File: config.mk
export PLATFORM = sky130hd
export DESIGN_NAME = supernova_branch_resolver
export DESIGN_NICKNAME = d
export VERILOG_FILES = /design/src/rtl/supernova_bpu_pkg.sv /design/src/rtl/supernova_pred_queue.sv /design/src/rtl/supernova_branch_resolver.sv
export SDC_FILE = /design/constraint.sdc
export NUM_CORES = 2
export LEC_CHECK = 0
export ABC_AREA = 1
export CORE_AREA = 10 10 562 344
export CTS_CLUSTER_SIZE = 25
export DETAILED_ROUTE_END_ITERATION = 16
export DIE_AREA = 0 0 572 354
export PLACE_DENSITY = 0.74
export SLEW_MARGIN = 40
export SYNTH_ARGS = -nofsm -noshare
export SYNTH_HDL_FRONTEND = slang
export SYNTH_SLANG_ARGS = --single-unit
File: constraint.sdc
create_clock -name clk -period 15 [get_ports clk]
set_input_delay 3.75 -clock clk [delete_from_list [all_inputs] [get_ports clk]]
set_output_delay 3.75 -clock clk [all_outputs]
set_load 0.005 [all_outputs]
File: src/rtl/supernova_bpu_pkg.sv
// Shared types for the branch resolver and its prediction queue.
// No logic; record layouts are fixed at BPU_XLEN address bits.
// Used by supernova_pred_queue and supernova_branch_resolver.
package supernova_bpu_pkg;

  localparam int BPU_XLEN = 64;

  typedef enum logic {
    RUN   = 1'b0,
    FLUSH = 1'b1
  } rsv_state_e;

  typedef struct packed {
    logic [BPU_XLEN-1:0] pc;
    logic [BPU_XLEN-1:0] target;
    logic                taken;
  } pred_entry_t;

  typedef struct packed {
    logic [BPU_XLEN-1:0] pc;
    logic [BPU_XLEN-1:0] target;
    logic                taken;
    logic                is_call;
    logic                is_ret;
  } resolve_t;

  typedef struct packed {
    logic [BPU_XLEN-1:0] pc;
    logic [BPU_XLEN-1:0] target;
    logic                taken;
    logic                is_call;
    logic                is_ret;
    logic [BPU_XLEN-1:0] ret_addr;
  } bpu_update_t;

  // Fall-through PC of a 4-byte branch; wraps mod 2^BPU_XLEN.
  function automatic logic [BPU_XLEN-1:0] seq_npc(input logic [BPU_XLEN-1:0] pc);
    return pc + BPU_XLEN'(4);
  endfunction

endpackage

File: src/rtl/supernova_pred_queue.sv
// In-order FIFO of fetch-time predictions with a single-cycle flush.
// Latency: a pushed record is visible at head the cycle after the push.
// Backpressure: push ignored when full or flushing; pop ignored when empty.
module supernova_pred_queue
  import supernova_bpu_pkg::*;
#(
  parameter int DEPTH = 16
) (
  input  logic                     clk,
  input  logic                     rst_n,
  input  logic                     push,
  input  pred_entry_t              push_dat,
  input  logic                     pop,
  input  logic                     flush,
  output pred_entry_t              head,
  output logic [$clog2(DEPTH):0]   count,
  output logic                     full,
  output logic                     empty
);

  localparam int AW = $clog2(DEPTH);

  pred_entry_t   mem [DEPTH];
  logic [AW-1:0] wr_ptr;
  logic [AW-1:0] rd_ptr;
  logic          do_push;
  logic          do_pop;

  // Occupancy comes from the count register so a full queue never looks empty.
  assign full    = (count == (AW+1)'(DEPTH));
  assign empty   = (count == '0);
  assign do_push = push && !full && !flush;
  assign do_pop  = pop && !empty && !flush;
  assign head    = mem[rd_ptr];

  // Record storage; validity is tracked by count, so no reset is needed here.
  always_ff @(posedge clk) begin
    if (do_push) mem[wr_ptr] <= push_dat;
  end

  // Pointer and count update; flush wins over any push or pop in the same cycle.
  always_ff @(posedge clk or negedge rst_n) begin
    if (!rst_n) begin
      wr_ptr <= '0;
      rd_ptr <= '0;
      count  <= '0;
    end else if (flush) begin
      wr_ptr <= '0;
      rd_ptr <= '0;
      count  <= '0;
    end else begin
      if (do_push) wr_ptr <= wr_ptr + AW'(1);
      if (do_pop)  rd_ptr <= rd_ptr + AW'(1);
      case ({do_push, do_pop})
        2'b10:   count <= count + (AW+1)'(1);
        2'b01:   count <= count - (AW+1)'(1);
        default: count <= count;
      endcase
    end
  end

endmodule

File: src/rtl/supernova_branch_resolver.sv
// Checks queued predictions against in-order resolutions; drives predictor update and redirect.
// Latency: update/redirect strobes one cycle after the resolve fire.
// Backpressure: pred_ready low when full or flushing; res_ready low when empty or flushing.
module supernova_branch_resolver
  import supernova_bpu_pkg::*;
#(
  parameter int XLEN     = BPU_XLEN,
  parameter int PQ_DEPTH = 16,
  parameter int CNT_W    = 32
) (
  input  logic                        clk,
  input  logic                        rst_n,
  input  logic                        pred_valid,
  output logic                        pred_ready,
  input  logic [XLEN-1:0]             pred_pc,
  input  logic [XLEN-1:0]             pred_target,
  input  logic                        pred_taken,
  input  logic                        res_valid,
  output logic                        res_ready,
  input  logic [XLEN-1:0]             res_pc,
  input  logic [XLEN-1:0]             res_target,
  input  logic                        res_taken,
  input  logic                        res_is_call,
  input  logic                        res_is_ret,
  output logic                        update_en,
  output logic [XLEN-1:0]             update_pc,
  output logic [XLEN-1:0]             update_target,
  output logic                        update_taken,
  output logic                        is_call,
  output logic                        is_ret,
  output logic [XLEN-1:0]             ret_addr,
  output logic                        redirect_valid,
  output logic [XLEN-1:0]             redirect_pc,
  output logic [CNT_W-1:0]            mispredict_cnt,
  output logic [$clog2(PQ_DEPTH):0]   pq_count
);

  // XLEN must equal BPU_XLEN: the queued and update records are built at that width.
  rsv_state_e      state;
  pred_entry_t     head;
  pred_entry_t     push_dat;
  resolve_t        res;
  bpu_update_t     upd_q;
  logic            push;
  logic            fire;
  logic            mispredict;
  logic            pq_full;
  logic            pq_empty;
  logic [XLEN-1:0] actual_npc;

  assign push_dat = '{pc: pred_pc, target: pred_target, taken: pred_taken};
  assign res      = '{pc: res_pc, target: res_target, taken: res_taken,
                      is_call: res_is_call, is_ret: res_is_ret};

  assign pred_ready = (state == RUN) && !pq_full;
  assign res_ready  = (state == RUN) && !pq_empty;
  assign push       = pred_valid && pred_ready;
  assign fire       = res_valid && res_ready;

  // A PC mismatch means fetch and commit lost sync; treat it like any wrong guess.
  assign mispredict = fire && ((head.pc != res.pc) ||
                               (head.taken != res.taken) ||
                               (res.taken && (head.target != res.target)));
  assign actual_npc = res.taken ? res.target : seq_npc(res.pc);

  // Mispredict flushes the queue and drops any same-cycle push as wrong-path.
  supernova_pred_queue #(.DEPTH(PQ_DEPTH)) u_pq (
    .clk      (clk),
    .rst_n    (rst_n),
    .push     (push),
    .push_dat (push_dat),
    .pop      (fire),
    .flush    (mispredict),
    .head     (head),
    .count    (pq_count),
    .full     (pq_full),
    .empty    (pq_empty)
  );

  // RUN/FLUSH: one dead cycle after a mispredict while the front end redirects.
  always_ff @(posedge clk or negedge rst_n) begin
    if (!rst_n) begin
      state <= RUN;
    end else begin
      case (state)
        RUN:     if (mispredict) state <= FLUSH;
        FLUSH:   state <= RUN;
        default: state <= RUN;
      endcase
    end
  end

  // Update, redirect and counter registers; update fields hold until the next fire.
  always_ff @(posedge clk or negedge rst_n) begin
    if (!rst_n) begin
      update_en      <= 1'b0;
      upd_q          <= '0;
      redirect_valid <= 1'b0;
      redirect_pc    <= '0;
      mispredict_cnt <= '0;
    end else begin
      update_en      <= fire;
      redirect_valid <= mispredict;
      if (fire) begin
        upd_q <= '{pc: res.pc, target: res.target, taken: res.taken,
                   is_call: res.is_call, is_ret: res.is_ret,
                   ret_addr: res.is_call ? seq_npc(res.pc) : '0};
      end
      if (mispredict) begin
        redirect_pc <= actual_npc;
        if (mispredict_cnt != '1) mispredict_cnt <= mispredict_cnt + CNT_W'(1);
      end
    end
  end

  assign update_pc     = upd_q.pc;
  assign update_target = upd_q.target;
  assign update_taken  = upd_q.taken;
  assign is_call       = upd_q.is_call;
  assign is_ret        = upd_q.is_ret;
  assign ret_addr      = upd_q.ret_addr;

endmodule

==> flow_summary.ini <==
[synth]
synth.area.top_cells = edfxtp_1 (62%), nand2_1 (11%), dfrtp_1 (7.7%)
yosysMostFrequentCell = nand2_1
ys_ff_latch = 2371
synth.area.mux_share = 0
synth-compound-area-share = 0.0408
syn_inst = 9338
yosys.area_share.simple = 0.212
synth_top_cell_by_area = edfxtp_1
ys_seq_area_frac = 0.696
synth_xor_area_frac = 0.00647
async_flop_share = 0.129
syn_area_um2 = 100000
avgSynthCellArea_um2 = 10.7
synth_nets = 9611
synth_fa_ha_area_frac = 0.00112
yosys-top-cells-count = nand2_1 (3049), edfxtp_1 (2064), nand3_1 (1340)
ys.warnings.count = 0
synth_cell_types = 47
synth_top_cell_area_share = 0.619
synth_edf_count = 2064
synth_flop_cell = edfxtp_1
synth_top_family_by_area = simple AND/OR/NAND/NOR gates

[global_route]
grt_pass1_vias = 67000
grt_max_degree = 191
grt_pass1_wl_um = 517000
grt_use_total = 0.355
antenna_found_initial = 78
grt_overflow = 0

[setup_path]
critPathLaunch = res_pc[49]
cp.arrival_ns = 9.91
rr_startpoint = u_pq.rd_ptr[0]
required_ns = 15.49
reg2reg_to = u_pq.mem[6][125]
crit_end = u_pq.mem[6][125]
reg2reg_slack_ns = 5.62
crit_fanout = 41
start_kind = primary input
cp-end-kind = register
r2r_cells = 22
critical_path_class = primary input to register

[power]
p_per_area_nw_per_um2 = 165
clockPowerShare = 0.284
combinationalPowerShare = 0.278
p_leak_nw = 44.3
seqPwrFrac = 0.437
vdd_drop_max_mv = 0.139
swShare = 0.344
p_sw_w = 0.00657
power.internal_w = 0.0125

[clocking]
htree_num_levels = 4
root_buffer = clkbuf_16
cts-resized-gates = 0
cts_buffer_depth = 4
postCtsSetupBuffers = 0
cts_buffers = 214
clk_pin_slew_ns = 0.07
cts_tree = done
ctsHoldBuffers = 0
insertion_delay_ns = 0.91
clock_sinks = 2371

[floorplanning]
initial_core_util = 0.547
die_height_um = 354
coreArea_um2 = 183000
die_w_um = 572
io_pins = 564
rows = 122
dieArea_um2 = 202000

[sta]
relSlewSlack = 0.342
setup_viol = 0
fin_skew_ns = 0.0829
period_share = 0.628
max_clock_freq_mhz = 106
hold_viol = 0
drv_slew = 0
rsz0062_at_grt = false
finalCriticalPeriod_ns = 9.43
tns_ns = 0
tightest_slew_ns = 0.983

[finish]
num-fill-cells = 13900
final_nets = 10000
area_delta_synth_final_pct = 15.3
drive_gt1_frac = 0.0531
final_cells = 12400

[detailed_routing]
drtAntennaViolNets = 0
routedWlPerCell_um = 30.1
routed_wl_um = 372000
drc = 0
vias_per_cell = 6.05
dr.pass1.iters = 8
vias = 74800
initialDrtViolationCount = 11900

[placement]
hpwl_um = 243000
io_buffers = 563
placed_cells = 11900
place_congestion = 1.06

[status]
status = complete, no violations

[min_path]
hp-class = register to register

[flow_run]
drv_cap = 0
## flip-flops by register name (all words and copies together), names as in the netlist
signal / cells
update_taken: 1
u_pq.count: 5
u_pq.rd_ptr: 4
update_en: 1
ret_addr: 64
is_ret: 1
mispredict_cnt: 32
update_pc: 64
u_pq.mem: 2064
redirect_pc: 64
is_call: 1
state: 1
redirect_valid: 1
u_pq.wr_ptr: 4
update_target: 64
## placed cells by master, fill, tap and decap left out, drive strengths merged, types with 4 or more instances in the layout
cell type and n:
nand4 29, diode 33, a32o 16, nand3 1342, clkdlybuf4s50 561, a31oi 7
a21oi 53, nor4 38, inv 564, clkbuf 268, or2 30, clkinvlp 4
clkinv 97, buf 138, nor3 53, dfrtp 307, bufinv 17, nand2 3051
ha 9, o21ai 483, nor2 549, xor2 68, edfxtp 2064, o211ai 150
xnor2 6
## power by group through the flow
| stage | sequential, W | clock, W | combinational (W) |
|---|---|---|---|
| after floorplan | 0.00833 | 0 | 0.00277 |
| after global placement | 0.00844 | 0 | 0.00507 |
| after detailed placement | 0.00846 | 0 | 0.00516 |
| after CTS | 0.00832 | 0.00544 | 0.00519 |
| after global routing | 0.00838 | 0.00573 | 0.00574 |
| final | 0.00835 | 0.00543 | 0.00531 |
## metal layers
metal	GRT usage	wire (µm)	up-vias	part of all wire
met2	0.484	152000	5108	0.41
met1	0.525	149000	36300	0.40
li1	-	-	32700	-
met4	0.128	16100	52	0.043
met3	0.124	54300	674	0.15
met5	0	352	-	0.00095
## metrics by stage
step / instance area, µm² / setup slack, ns / total power (W) / hold WS, ns / utilization
2_1_floorplan: 100000 / 3.83 / 0.0111 / 0.472 / -
3_3_place_gp: 108000 / 5.12 / 0.0135 / 0.464 / 0.589
3_5_place_dp: 108000 / 5.05 / 0.0136 / 0.470 / 0.592
4_1_cts: 115000 / 5.94 / 0.0190 / 0.487 / 0.629
5_1_grt: 115000 / 5.41 / 0.0198 / 0.506 / 0.630
6_report: 115000 / 5.57 / 0.0191 / 0.485 / 0.630
## worst max-delay path: stages
cell             delay (ns)
clkdlybuf4s50_1        1.11
nand3_1                0.17
nand2_1                0.13
nand2_1                0.05
nor2_1                 0.32
nand2_1                0.10
nor2_1                 0.09
nand3_1                0.31
nor2_2                 0.34
nand2_1                0.19
nand2_4                0.33
inv_4                  0.24
nor2_1                 0.31
nand2_1                0.31
nor2_4                 0.58
buf_4                  0.75
buf_4                  0.63
## cell type report
cell class,instances,area [µm²],area share
diodes,33,82.6,0.000716
clock buffers,268,5660,0.0491
clock inverters,121,1070,0.00925
inverters,561,2140,0.0186
multi-input cells,5898,26400,0.229
flip-flops and latches,2371,69700,0.604
well taps,2418,3030,0.0262
repair buffers,699,7360,0.0638
## logic make-up (layout without fill, tap and decap cells)
| kind of cell | count (synthesis) | after routing |
|---|---|---|
| buf+inv | 1069 | 1649 |
| fa+ha+maj | 9 | 9 |
| xor+xnor | 74 | 74 |
| flops | 2371 | 2371 |
| compound gates | 717 | 717 |
| simple gates | 5098 | 5098 |
| other cells | 0 | 33 |
## how the worst min path moves through the flow
stage,from,endpoint,cells past startpoint
finish,redirect_pc[15],redirect_pc[15],2
global route,ret_addr[3],ret_addr[3],2
CTS,is_ret,is_ret,2
detailed placement,is_ret,is_ret,2
global placement,is_ret,is_ret,2
floorplan,is_ret,is_ret,2
No activity file was read; power rests on OpenSTA's default activity.
